===== src/rtl/counter_pkg.sv =====
// counter_pkg: shared FSM state encoding and default sizing for the handshake counter.
package counter_pkg;
    typedef enum logic [1:0] {IDLE, EXEC, DONE} state_t;
    localparam int DEF_WIDTH = 8;
    localparam int DEF_STEP  = 1;
endpackage


===== src/rtl/counter_step_core.sv =====
// counter_step_core: combinational next-count (load / step up / step down) with boundary flag.
// Boundary events wrap by default; defining COUNTER_SAT_EN clamps them instead.
module counter_step_core #(
    parameter int WIDTH = 8,
    parameter int STEP  = 1
) (
    input  logic [WIDTH-1:0] count,
    input  logic             load,
    input  logic [WIDTH-1:0] load_val,
    input  logic             dir,
    output logic [WIDTH-1:0] next_count,
    output logic             ovf
);
    localparam logic [WIDTH:0] STEP_W = (WIDTH+1)'(STEP);
    logic [WIDTH:0] up, dn;
    logic           edge_hit;
    logic [WIDTH-1:0] stepped;
    always_comb begin
        up         = {1'b0, count} + STEP_W;
        dn         = {1'b0, count} - STEP_W;
        edge_hit   = dir ? up[WIDTH] : dn[WIDTH];
`ifdef COUNTER_SAT_EN
        stepped    = edge_hit ? (dir ? {WIDTH{1'b1}} : {WIDTH{1'b0}})
                              : (dir ? up[WIDTH-1:0] : dn[WIDTH-1:0]);
`else
        stepped    = dir ? up[WIDTH-1:0] : dn[WIDTH-1:0];
`endif
        next_count = load ? load_val : stepped;
        ovf        = !load && edge_hit;
    end
endmodule


===== src/rtl/counter8_ap_hs.sv =====
// counter8_ap_hs: ap_ctrl_hs wrapped up/down counter, IDLE -> EXEC -> DONE, 2-cycle latency.
// Saturating boundary behaviour is selected by the COUNTER_SAT_EN macro (see counter_step_core).
module counter8_ap_hs
    import counter_pkg::*;
#(
    parameter int WIDTH = DEF_WIDTH,
    parameter int STEP  = DEF_STEP
) (
    input  logic             ap_clk,
    input  logic             ap_rst_n,
    input  logic             ap_start,
    input  logic             load,
    input  logic [WIDTH-1:0] load_val,
    input  logic             dir,
    output logic             ap_done,
    output logic             ap_ready,
    output logic             ap_idle,
    output logic [WIDTH-1:0] ap_return,
    output logic             ovf
);
    state_t           state, state_n;
    logic [WIDTH-1:0] count, op_val, next_count;
    logic             op_load, op_dir, ovf_r, step_ovf, capture;

    counter_step_core #(.WIDTH(WIDTH), .STEP(STEP)) u_core (
        .count     (count),
        .load      (op_load),
        .load_val  (op_val),
        .dir       (op_dir),
        .next_count(next_count),
        .ovf       (step_ovf)
    );

    // Operands are only captured when a new transaction is accepted
    always_comb begin
        capture = (state != EXEC) && ap_start;
        state_n = (state == EXEC) ? DONE : (ap_start ? EXEC : IDLE);
    end

    always_ff @(posedge ap_clk) begin
        if (!ap_rst_n) begin
            state   <= IDLE;
            count   <= '0;
            op_val  <= '0;
            op_load <= 1'b0;
            op_dir  <= 1'b0;
            ovf_r   <= 1'b0;
        end else begin
            state <= state_n;
            if (capture) begin
                op_load <= load;
                op_val  <= load_val;
                op_dir  <= dir;
            end
            if (state == EXEC) begin
                count <= next_count;
                ovf_r <= step_ovf;
            end
        end
    end

    assign ap_idle   = (state == IDLE);
    assign ap_done   = (state == DONE);
    assign ap_ready  = (state == DONE);
    assign ovf       = (state == DONE) && ovf_r;
    assign ap_return = count;
endmodule


===== config.mk =====
export PLATFORM = sky130hd
export DESIGN_NAME = counter8_ap_hs
export DESIGN_NICKNAME = d
export VERILOG_FILES = /design/src/rtl/counter_pkg.sv /design/src/rtl/counter_step_core.sv /design/src/rtl/counter8_ap_hs.sv
export SDC_FILE = /design/constraint.sdc
export NUM_CORES = 1
export LEC_CHECK = 0
export BUFFER_PORTS_ARGS = -buffer_cell sky130_fd_sc_hd__buf_2
export CAP_MARGIN = 10
export CORE_ASPECT_RATIO = 1.25
export CORE_MARGIN = 1
export CORE_UTILIZATION = 45
export DETAILED_ROUTE_END_ITERATION = 8
export PLACE_DENSITY = 0.79
export SYNTH_ARGS = -nofsm -noshare
export SYNTH_HDL_FRONTEND = slang
export SYNTH_SLANG_ARGS = --single-unit

===== constraint.sdc =====
create_clock -name ap_clk -period 4.2 [get_ports ap_clk]
set_clock_uncertainty 0.2 [all_clocks]
set_input_delay 0.63 -clock ap_clk [delete_from_list [all_inputs] [get_ports ap_clk]]
set_output_delay 0.63 -clock ap_clk [all_outputs]
set_load 0.005 [all_outputs]

==> summary.md <==
| Metric | Value |
|---|---|
| Post-DP Area | 0.00116 mm^2 |
| Wire per inst | 12.5 um |
| Area delta synth->final | 11.7% |
| Post-CTS Hold Buffers | 0 |
| Post-Syn Nets | 144 |
| Placed cells | 173 |
| CTS tree | done |
| R2R Path End | ap_return[6] |
| Clk sinks | 21 |
| Residual DRC count | 0 |
| Switch Pwr | 0.125 mW |
| Area contributors post-synth | dfxtp_1 (40%), nand2_1 (6.4%), a21oi_1 (5.7%) |
| Fillcell total | 218 |
| # port buffers | 24 |
| Number of synthesized register bits | 21 |
| Ant. Diodes | 0 |
| Startpoint types | register |
| Hold Path Class | reg -> reg |
| Final Slew Violations | 0 |
| Final Cell Area | 0.00119 mm^2 |
| Actual slew at the worst max-slew pin | 0.621 ns |
| Total Neg Setup Slack | 0 ns |
| Clk root buf | clkbuf_4 |
| Combinational Power Share | 20.3% |
| Via density | 5.54 |
| Finish-stage setup viols | 0 |
| Gr ovfl total | 0 |
| Fin. Hold Viols | 0 |
| P_leak | 0.496 nW |
| Setup slack, reg-to-reg | 2.04 ns |
| Mapped Avg Cell Area | 8.23 um^2 |
| Ports | 25 |
| First-pass GRT wire length | 3660 um |
| Crit Path Max Fanout | 7 |
| Power Total | 0.417 mW |
| Ys Warns | 0 |
| Max Cap Viol | 0 |
| Setup crit start | ap_return[0] |
| Multi-input logic area | 564 um^2 |
| Post-route minimum period | 2.16 ns |
| Crit. End Element | register |
| Post-DRT Antenna Nets | 0 |
| Sequential element share of the synthesized area | 39.6% |
| R2R Path Start | ap_return[0] |
| Number of vias in the routed layout | 981 |
| Gate Count Post-Synth | 129 |
| Max_slew headroom | 58.6% |
| Area of the core | 0.00221 mm^2 |
| Gr usage total | 18.7% |
| Post-synth EDFFs | 0 |
| HPWL after DPL | 1640 um |
| NumNets Final | 162 |
| Synth Flop Type | dfxtp_1 |
| RSZ-0062 raised after global routing | false |
| Max Fclk | 464 MHz |
| Pre-CTS setup slack | 2.07 ns |
| Vias in the first global route | 900 |
| DRT iter0 DRCs | 22 |
| Clk pin slew, worst setup/hold paths | 0.12 ns |
| Largest net degree at the start of global routing | 21 |
| CP endpoint | ap_return[6] |
| Final WS setup | 2.04 ns |
| Peak supply drop | 0.261 mV |
| Share of cells above drive strength 1 | 21.9% |
| Switching share of power | 30.0% |
| Clk pwr share | 23.6% |
| Antenna violations before repair | 0 |
| Iteration count of the initial detailed-routing pass | 4 |
| Die width | 45.5 um |
| Part of the power in registers | 56.1% |
| Setup bufs post-CTS | 0 |
| Clk_lat worst skew | 0.30 ns |
| Arrival time worst endpoint | 2.20 ns |
| Fin crit share | 51.3% |
| Layout Cells excl Fill | 177 |
| Die Y | 56.3 um |
| Yosys cell types | 36 |
| Cell Int Power | 0.292 mW |
| Total routed wirelength | 2220 um |
| P per Cell Area | 352 mW/mm^2 |
| Fin util | 53.7% |
| Htree depth | 1 |
| Top cell type's share of synthesized area | 39.6% |
| Initial core utilization | 48.0% |
| Synthesized area | 0.00106 mm^2 |
| Num rows | 19 |
| Setup CP Type | reg -> reg |
| Post-CTS sizing | 0 |
| Synth area leader | dfxtp_1 |
| Worst reg2reg path depth | 6 |
| Status | completed |
| Cts bufs inserted | 3 |
| Sequential Area | 420 um^2 |
| CP Data Required Time | 4.25 ns |
| Fraction of registers with async set/reset | 0% |
| Die area | 0.00256 mm^2 |
| GP Congestion | 0.747 |
| Final hold slack | 0.275 ns |
| Worst-case clock buffer depth | 2 |
==> per-layer routing <==
metal,wire [um],track usage [%],up-vias
li1,-,-,501
met1,1030,23.6,462
met2,1130,31.8,16
met3,44,1.93,2
met4,16,6.06,0
met5,0,0,-
==> cells in the mapped netlist, types with 2 or more instances <==
cell	n
a21oi_1	12
a22o_1	2
a32oi_1	5
and2_1	2
clkbuf_1	8
dfxtp_1	21
ha_1	2
inv_1	3
nand2_1	18
nand2b_1	2
nand3_1	12
nand4_1	5
nor2_1	6
nor3_1	2
o21ai_0	4
o31ai_1	2
or3_1	2
xnor2_1	2
xor2_1	2
==> sequential cells by signal, indices dropped and copies added, names as in the netlist <==
| signal | count |
|---|---|
| ovf_r | 1 |
| op_val | 8 |
| state | 2 |
| op_load | 1 |
| ap_return | 8 |
| op_dir | 1 |
==> kinds of logic (layout without fill, tap and decap cells) <==
family,count (synthesis),in the layout,synth area share [%]
AOI/OAI and AO/OA,28,28,17.6
xor gates and xnor gates,4,4,3.30
adders and majority gates,2,2,2.36
buffers and inverters,15,32,7.30
DFF,21,21,39.6
muxes,1,1,0.942
and+or+nand+nor,58,58,29.0
==> layout make-up <==
class | count | share of cell area [%]
flip-flops and latches | 21 | 35.4
well taps | 31 | 3.27
inverters | 4 | 1.27
clock inverters | 1 | 0.422
clock buffers | 3 | 1.90
multi-input cells | 93 | 47.6
repair buffers | 24 | 10.1
==> how the worst min path moves through the flow <==
stage          depth (start not counted)  startpoint  slack [ns]   endpoint
2_1_floorplan                          2   op_val[0]        0.23  op_val[0]
3_5_place_dp                           2   op_val[0]        0.26  op_val[0]
4_1_cts                                2   op_val[5]        0.28  op_val[5]
5_1_grt                                2   op_val[3]        0.30  op_val[3]
6_report                               2   op_val[1]        0.27  op_val[1]
3_3_place_gp                           2   op_val[5]        0.25  op_val[5]
==> power by group through the flow <==
stage | Combinational, mW | Sequential (mW) | Clock, mW
finish | 0.0847 | 0.234 | 0.0984
global route | 0.0958 | 0.236 | 0.105
CTS | 0.0851 | 0.234 | 0.102
detailed placement | 0.0846 | 0.238 | 0
global placement | 0.0825 | 0.237 | 0
floorplan | 0.0715 | 0.229 | 0
==> worst max-delay path: stages, from the launching register on <==
cell	delay (ns)
dfxtp_1	0.38
inv_1	0.08
ha_1	0.15
or4b_4	0.47
or3_1	0.34
a2111o_1	0.41
nand3_1	0.07
==> cell usage in the layout (no fill, tap or decap), types with 3 or more instances in the layout <==
cell	n
buf_2	24
inv_1	3
nand4_1	5
nor2_1	6
a21oi_1	12
nand2_1	18
dfxtp_1	21
a32oi_1	5
o21ai_0	4
nand3_1	12
clkbuf_4	3
Note: power is estimated with default switching activity, not from simulation.
